### src/rtl/snake_motion_ctrl.sv
// Four-segment snake motion controller: IDLE/RUN/OVER FSM that advances the snake on frame ticks.
// Define SNAKE_WRAP_EN to wrap the head around the play-field edges instead of ending the game.
module snake_motion_ctrl #(
  parameter int STEP            = 10,
  parameter int FRAMES_PER_MOVE = 15,
  parameter int X_MIN           = 5,
  parameter int X_MAX           = 634,
  parameter int Y_MIN           = 5,
  parameter int Y_MAX           = 474,
  parameter int START_X         = 320,
  parameter int START_Y         = 240
) (
  input  logic       clk,
  input  logic       rst,
  input  logic       frame_tick,
  input  logic       start,
  input  logic       btn_up,
  input  logic       btn_down,
  input  logic       btn_left,
  input  logic       btn_right,
  output logic [9:0] snake_x1,
  output logic [9:0] snake_x2,
  output logic [9:0] snake_x3,
  output logic [9:0] snake_x4,
  output logic [9:0] snake_y1,
  output logic [9:0] snake_y2,
  output logic [9:0] snake_y3,
  output logic [9:0] snake_y4,
  output logic       black,
  output logic       game_over
);

  localparam int unsigned PW   = 10;
  localparam int unsigned CW   = 8;
  localparam int unsigned SW   = 11;
  localparam int unsigned NSEG = 4;

  localparam logic signed [SW-1:0] STEP_S  = SW'(STEP);
  localparam logic signed [SW-1:0] XMIN_S  = SW'(X_MIN);
  localparam logic signed [SW-1:0] XMAX_S  = SW'(X_MAX);
  localparam logic signed [SW-1:0] YMIN_S  = SW'(Y_MIN);
  localparam logic signed [SW-1:0] YMAX_S  = SW'(Y_MAX);
  localparam logic [CW-1:0]        CNT_LAST = CW'(FRAMES_PER_MOVE - 1);

  typedef enum logic [1:0] {IDLE, RUN, OVER} state_t;
  typedef enum logic [1:0] {DIR_UP, DIR_DOWN, DIR_LEFT, DIR_RIGHT} dir_t;
  typedef logic [NSEG-1:0][PW-1:0] seg_t;

  state_t                 state, state_nxt;
  dir_t                   dir, dir_nxt, pend, pend_nxt, req_dir;
  logic                   req_valid, move, hit;
  logic [CW-1:0]          cnt, cnt_nxt;
  seg_t                   seg_x, seg_x_nxt, seg_y, seg_y_nxt;
  logic signed [SW-1:0]   next_x, next_y;
  logic                   black_nxt, game_over_nxt;

  // Start-of-game body: horizontal line trailing to the left of the head.
  function automatic seg_t init_x();
    seg_t v;
    for (int unsigned i = 0; i < NSEG; i++) v[i] = PW'(START_X - int'(i) * STEP);
    return v;
  endfunction

  function automatic seg_t init_y();
    seg_t v;
    for (int unsigned i = 0; i < NSEG; i++) v[i] = PW'(START_Y);
    return v;
  endfunction

  function automatic logic opposite(dir_t a, dir_t b);
    return (a[1] == b[1]) && (a[0] != b[0]);
  endfunction

  always_comb begin
    req_valid = 1'b1;
    req_dir   = DIR_RIGHT;
    if (btn_up)         req_dir = DIR_UP;
    else if (btn_down)  req_dir = DIR_DOWN;
    else if (btn_left)  req_dir = DIR_LEFT;
    else if (btn_right) req_dir = DIR_RIGHT;
    else                req_valid = 1'b0;
  end

  // Candidate head in signed arithmetic so stepping past zero reads as a wall hit.
  always_comb begin
    next_x = $signed({1'b0, seg_x[0]});
    next_y = $signed({1'b0, seg_y[0]});
    hit    = 1'b0;
    case (pend)
      DIR_UP:    next_y = next_y - STEP_S;
      DIR_DOWN:  next_y = next_y + STEP_S;
      DIR_LEFT:  next_x = next_x - STEP_S;
      default:   next_x = next_x + STEP_S;
    endcase
`ifdef SNAKE_WRAP_EN
    if (next_x > XMAX_S)      next_x = XMIN_S;
    else if (next_x < XMIN_S) next_x = XMAX_S;
    if (next_y > YMAX_S)      next_y = YMIN_S;
    else if (next_y < YMIN_S) next_y = YMAX_S;
`else
    if ((next_x < XMIN_S) || (next_x > XMAX_S) || (next_y < YMIN_S) || (next_y > YMAX_S))
      hit = 1'b1;
`endif
    if (((PW'(next_x) == seg_x[1]) && (PW'(next_y) == seg_y[1])) ||
        ((PW'(next_x) == seg_x[2]) && (PW'(next_y) == seg_y[2])))
      hit = 1'b1;
  end

  always_comb begin
    state_nxt = state;
    dir_nxt   = dir;
    pend_nxt  = pend;
    cnt_nxt   = cnt;
    seg_x_nxt = seg_x;
    seg_y_nxt = seg_y;
    move      = 1'b0;
    case (state)
      IDLE, OVER: begin
        if (start) begin
          state_nxt = RUN;
          dir_nxt   = DIR_RIGHT;
          pend_nxt  = DIR_RIGHT;
          cnt_nxt   = '0;
          seg_x_nxt = init_x();
          seg_y_nxt = init_y();
        end
      end
      RUN: begin
        if (frame_tick) begin
          if (cnt == CNT_LAST) begin
            cnt_nxt = '0;
            move    = 1'b1;
            if (hit) begin
              state_nxt = OVER;
            end else begin
              seg_x_nxt = {seg_x[NSEG-2:0], PW'(next_x)};
              seg_y_nxt = {seg_y[NSEG-2:0], PW'(next_y)};
              dir_nxt   = pend;
            end
          end else begin
            cnt_nxt = cnt + CW'(1);
          end
        end
        // Reversal test uses the direction in force after this cycle.
        if (req_valid && !opposite(req_dir, move ? pend : dir)) pend_nxt = req_dir;
      end
      default: state_nxt = IDLE;
    endcase
    black_nxt     = (state_nxt == IDLE);
    game_over_nxt = (state_nxt == OVER);
  end

  always_ff @(posedge clk) begin
    if (rst) begin
      state     <= IDLE;
      dir       <= DIR_RIGHT;
      pend      <= DIR_RIGHT;
      cnt       <= '0;
      seg_x     <= init_x();
      seg_y     <= init_y();
      black     <= 1'b1;
      game_over <= 1'b0;
    end else begin
      state     <= state_nxt;
      dir       <= dir_nxt;
      pend      <= pend_nxt;
      cnt       <= cnt_nxt;
      seg_x     <= seg_x_nxt;
      seg_y     <= seg_y_nxt;
      black     <= black_nxt;
      game_over <= game_over_nxt;
    end
  end

  assign snake_x1 = seg_x[0];
  assign snake_x2 = seg_x[1];
  assign snake_x3 = seg_x[2];
  assign snake_x4 = seg_x[3];
  assign snake_y1 = seg_y[0];
  assign snake_y2 = seg_y[1];
  assign snake_y3 = seg_y[2];
  assign snake_y4 = seg_y[3];

endmodule

### config.mk
export PLATFORM = sky130hd
export DESIGN_NAME = snake_motion_ctrl
export DESIGN_NICKNAME = d
export VERILOG_FILES = /design/src/rtl/snake_motion_ctrl.sv
export SDC_FILE = /design/constraint.sdc
export NUM_CORES = 1
export LEC_CHECK = 0
export CAP_MARGIN = 0
export CORE_ASPECT_RATIO = 2
export CORE_MARGIN = 2
export CORE_UTILIZATION = 50
export CTS_CLUSTER_SIZE = 12
export DETAILED_ROUTE_END_ITERATION = 8
export GPL_TIMING_DRIVEN = 0
export PLACE_DENSITY = 0.87
export SYNTH_ARGS = -nofsm -noshare
export SYNTH_HDL_FRONTEND = slang
export SYNTH_SLANG_ARGS = --single-unit
### constraint.sdc
create_clock -name clk -period 4.4 [get_ports clk]
set_clock_uncertainty 0.1 [all_clocks]
set_input_delay 0.44 -clock clk [delete_from_list [all_inputs] [get_ports clk]]
set_output_delay 0.44 -clock clk [all_outputs]
set_load 0.02 [all_outputs]
==> out/qor.csv <==
stage,metric,value,unit
cells_and_area,n_diodes,0,
die,Die Span Y,164,um
grt,met3 GRT Util,5.28,%
worst_setup_path,Crit. End Element,flip-flop,
power_and_ir_drop,Power Density,253,nW/um2
logic_synthesis,main flop type after synthesis,dfxtp_1,
die,initial core utilization,50.8,%
worst_setup_path,crit-path cells,"buf_4, nor2b_4, inv_4, ha_1, buf_6, a31oi_4, o31a_1, nor3_1, a311oi_2, o2111ai_2, or4_4, o22a_4, a21oi_4, buf_6, buf_12, mux2_1",
grt,grt ovf,0,
logic_synthesis,Seq cells post-synth,90,
logic_synthesis,post-synthesis sequential area ratio,28.2,%
cells_and_area,Finished Layout Cells,1070,
drt,number of remaining DRC errors,0,
logic_synthesis,leading area contributor after synthesis,dfxtp_1,
clock_network,Sink Count,90,
drt,wire per inst,23.8,um
grt,M1 GR Usage,36.7,%
sta,Final Hold Fails,0,
worst_setup_path,worst endpoint data arrival time,4520,ps
sta,worst-margin pin slew,755,ps
cells_and_area,layout cells sized above 1,15.3,%
drt,Total Wirelength,25400,um
logic_synthesis,"Warnings, synthesis",0,
min_path,WHS Endpoint,snake_y4[3],
min_path,class of the worst hold path,flip-flop to flip-flop,
sta,Final Max Slew Viols,0,
worst_setup_path,"Max FO, Critical Path",10,
power_and_ir_drop,total chip power,2.14,mW
clock_network,Num CTS Buffers,9,
die,IO Pins,90,
die,die area,13700,um2
power_and_ir_drop,Internal Pwr Total,1.44,mW
cells_and_area,Post-Route Utilization,67.5,%
sta,final worst path period share,99.6,%
job,MaxCap Viol Count,0,
clock_network,CTS tree,done,
power_and_ir_drop,clock power share,35.7,%
logic_synthesis,"Distinct cells, synth",81,
die,Site Rows,58,
sta,Hold Slack,370,ps
logic_synthesis,Mapped Nets,813,
power_and_ir_drop,peak supply drop,286,uV
grt,first-pass GRT wire length,38400,um
placed_design,DP Area,7480,um2
grt,GRT busiest layer,met2,
grt,vias in the first global route,6993,
logic_synthesis,share of the synthesized area in the top cell type,28.2,%
worst_setup_path,worst reg2reg setup slack,20,ps
worst_setup_path,worst r2r src,pend[0],
clock_network,Hold Buf Count CTS,0,
power_and_ir_drop,Switching Share,32.7,%
placed_design,post-placement cell count,1031,
cells_and_area,filler cell count,944,
placed_design,hpwl dp,18000,um
min_path,hold_sp,snake_y4[3],
logic_synthesis,most common cell in the netlist,dfxtp_1,
logic_synthesis,ys async rst share,0,%
logic_synthesis,post-synthesis xor/xnor area fraction,8.84,%
worst_setup_path,WP data required,4540,ps
power_and_ir_drop,Sequential Power Share,39.7,%
grt,GRT Total Usage,36.1,%
drt,vias post-DR,7242,
logic_synthesis,Syn Inst Count,792,
worst_setup_path,Worst Path Buf+Inv,5,
die,Core Footprint,12600,um2
die,Die X,83.9,um
clock_network,CTS root buf,clkbuf_16,
logic_synthesis,Syn Std Cell Area,6380,um2
logic_synthesis,largest family of logic cells by synthesized area,simple AND/OR/NAND/NOR gates,
cells_and_area,fin nets,936,
clock_network,"CTS clk-pin slew, worst paths",70,ps
sta,Final min period,4380,ps
power_and_ir_drop,leakage power,3.13,nW
logic_synthesis,compound-gate portion of the synthesized area,18.9,%
worst_setup_path,Worst setup SP type,flip-flop,
power_and_ir_drop,Comb pwr share,24.6,%
sta,setup violators final,0,
logic_synthesis,Adder-Cell Fraction of Synth Area,2.67,%
clock_network,CTS H-tree lvls,3,
drt,Starting DRT DRC Count,841,
worst_setup_path,Critical Path Max Stage Delay,570,ps
placed_design,# port buffers,89,
logic_synthesis,Post-synth EDFFs,0,
logic_synthesis,mux share of post-synthesis cell area,9.74,%
worst_setup_path,Worst R2R End,snake_x1[3],
cells_and_area,post-route cell area,8480,um2
grt,GR Util met2,62.8,%
logic_synthesis,Post-Syn Area per Cell,8.06,um2
placed_design,gp weighted congestion,0.999,
worst_setup_path,WS Path Type,flip-flop to flip-flop,
worst_setup_path,CP dominant cell by count,buf_6,
drt,Final ANT Viol Nets,0,
worst_setup_path,Worst path slowest cell,or4_4,
min_path,hold depth,2,
drt,TritonRoute pass-1 iters,5,
worst_setup_path,R2R depth,16,
sta,Slew headroom,49.7,%
clock_network,deepest clock path buffer count,2,
status,status,"finished, final reports clean",
cells_and_area,synthesis-to-layout area growth,32.8,%
power_and_ir_drop,Psw,702,uW
drt,drt via density,6.77,
grt,largest net degree at the start of global routing,19,
worst_setup_path,"CP delay by family, top",compound AO/OA/AOI/OAI gates,
logic_synthesis,top post-synthesis cells by count,"dfxtp_1 (90), nor3_1 (68), nor2_1 (67), nand2_1 (54), mux2i_1 (52)",
clock_network,Skew-Pair Late Insertion Delay,350,ps
sta,fmax,228,MHz
logic_synthesis,"top cells by area, synth","dfxtp_1 (28%), mux2i_1 (8.2%), nor3_1 (5.3%)",
grt,initial antenna violation count,0,
logic_synthesis,Post-Synth Simple-Gate Area,25.0,%
## state kept, by name (all words and copies together), names as in the netlist
name / count
game_over: 1
snake_x3: 9
cnt: 8
snake_y3: 9
snake_y2: 9
snake_y1: 10
state: 2
dir: 2
snake_x1: 10
snake_x4: 9
black: 1
snake_y4: 9
pend: 2
snake_x2: 9
## layout by cell type, fill, tap and decap left out, types with 5 or more instances in the layout
cell and count:
nand3_1 30, buf_1 5, nand2_1 53, nor3_1 65, nor3b_1 6, nor4_1 5, nand4_1 12, ha_1 6
and3_1 9, nand2b_1 10, xor2_1 24, a21o_1 6, o2111ai_1 11, ha_4 6, dfxtp_1 88, o211ai_1 9
buf_4 35, mux2i_1 49, a21oi_1 27, xnor2_1 28, buf_6 7, nor2_1 67, a31o_2 5, a31oi_1 7
inv_1 16, and2_1 5, or2_2 6, o21ai_0 21, clkbuf_1 37, clkdlybuf4s50_1 89, a211oi_1 7, o31ai_1 13
nor2b_1 11, or3_1 5, clkbuf_16 10
## kinds of logic (layout without fill, tap and decap cells)
family / count (synthesis) / in the layout
xor gates and xnor gates: 58 / 58
buffers and inverters: 94 / 222
adders and majority gates: 13 / 13
AOI/OAI and AO/OA: 166 / 166
DFF: 90 / 90
and+or+nand+nor: 311 / 311
muxes: 60 / 60
## area by class of cell
class	instances	area, um2	share of cell area, %
Buffer	65	400	4.72
Clock buffer	9	225	2.66
Clock inverter	7	70.1	0.827
Inverter	21	88.8	1.05
Multi-Input combinational cell	608	4520	53.4
Sequential cell	90	1800	21.3
Tap cell	150	188	2.21
Timing Repair Buffer	120	1170	13.9
## routing by layer
layer  vias to the layer above  wire, um  share of wire (%)
met1                      3355      8030                 32
met4                         0      2680                 11
met2                       557     12500                 49
met3                       178      2210                8.7
li1                       3152         -                  -
met5                         -         0                  0
## stage by stage
step,setup TNS (ps),setup slack [ps]
6_report,0,17.6
3_3_place_gp,-95000,-1380
5_1_grt,-261,-34.6
4_1_cts,-18.2,-18.2
3_5_place_dp,-92110,-1340
2_1_floorplan,0,4.12
## tightest hold or removal path: stages, from the launching register on
cell,delay (ps)
dfxtp_1,320
nand2_1,50
mux2i_1,50
## power groups by stage
stage | combinational [mW] | sequential (mW) | clock [mW]
CTS | 0.491 | 0.849 | 0.759
floorplan | 0.281 | 0.874 | 0
global route | 0.550 | 0.851 | 0.790
detailed placement | 0.423 | 0.868 | 0
finish | 0.528 | 0.851 | 0.764
global placement | 0.419 | 0.867 | 0
## worst max path at each step
| stage | from | end | slack [ps] | depth (start not counted) |
|---|---|---|---|---|
| after CTS | pend[1] | snake_x1[5] | -20 | 18 |
| after detailed placement | pend[1] | snake_x1[4] | -1340 | 18 |
| final | pend[0] | snake_x1[3] | 20 | 16 |
| after floorplan | pend[1] | snake_x1[3] | 4 | 17 |
| after global routing | pend[0] | snake_x1[3] | -30 | 16 |
| after global placement | pend[1] | snake_x1[4] | -1380 | 18 |
## timing repair
item                       CTS  global route
pin swaps                   15            15
cloned                       2             0
setup endpoints to repair   77            77
gates resized for setup     75            32
setup buffers               18            11
Power figures use the tool's default switching activity.
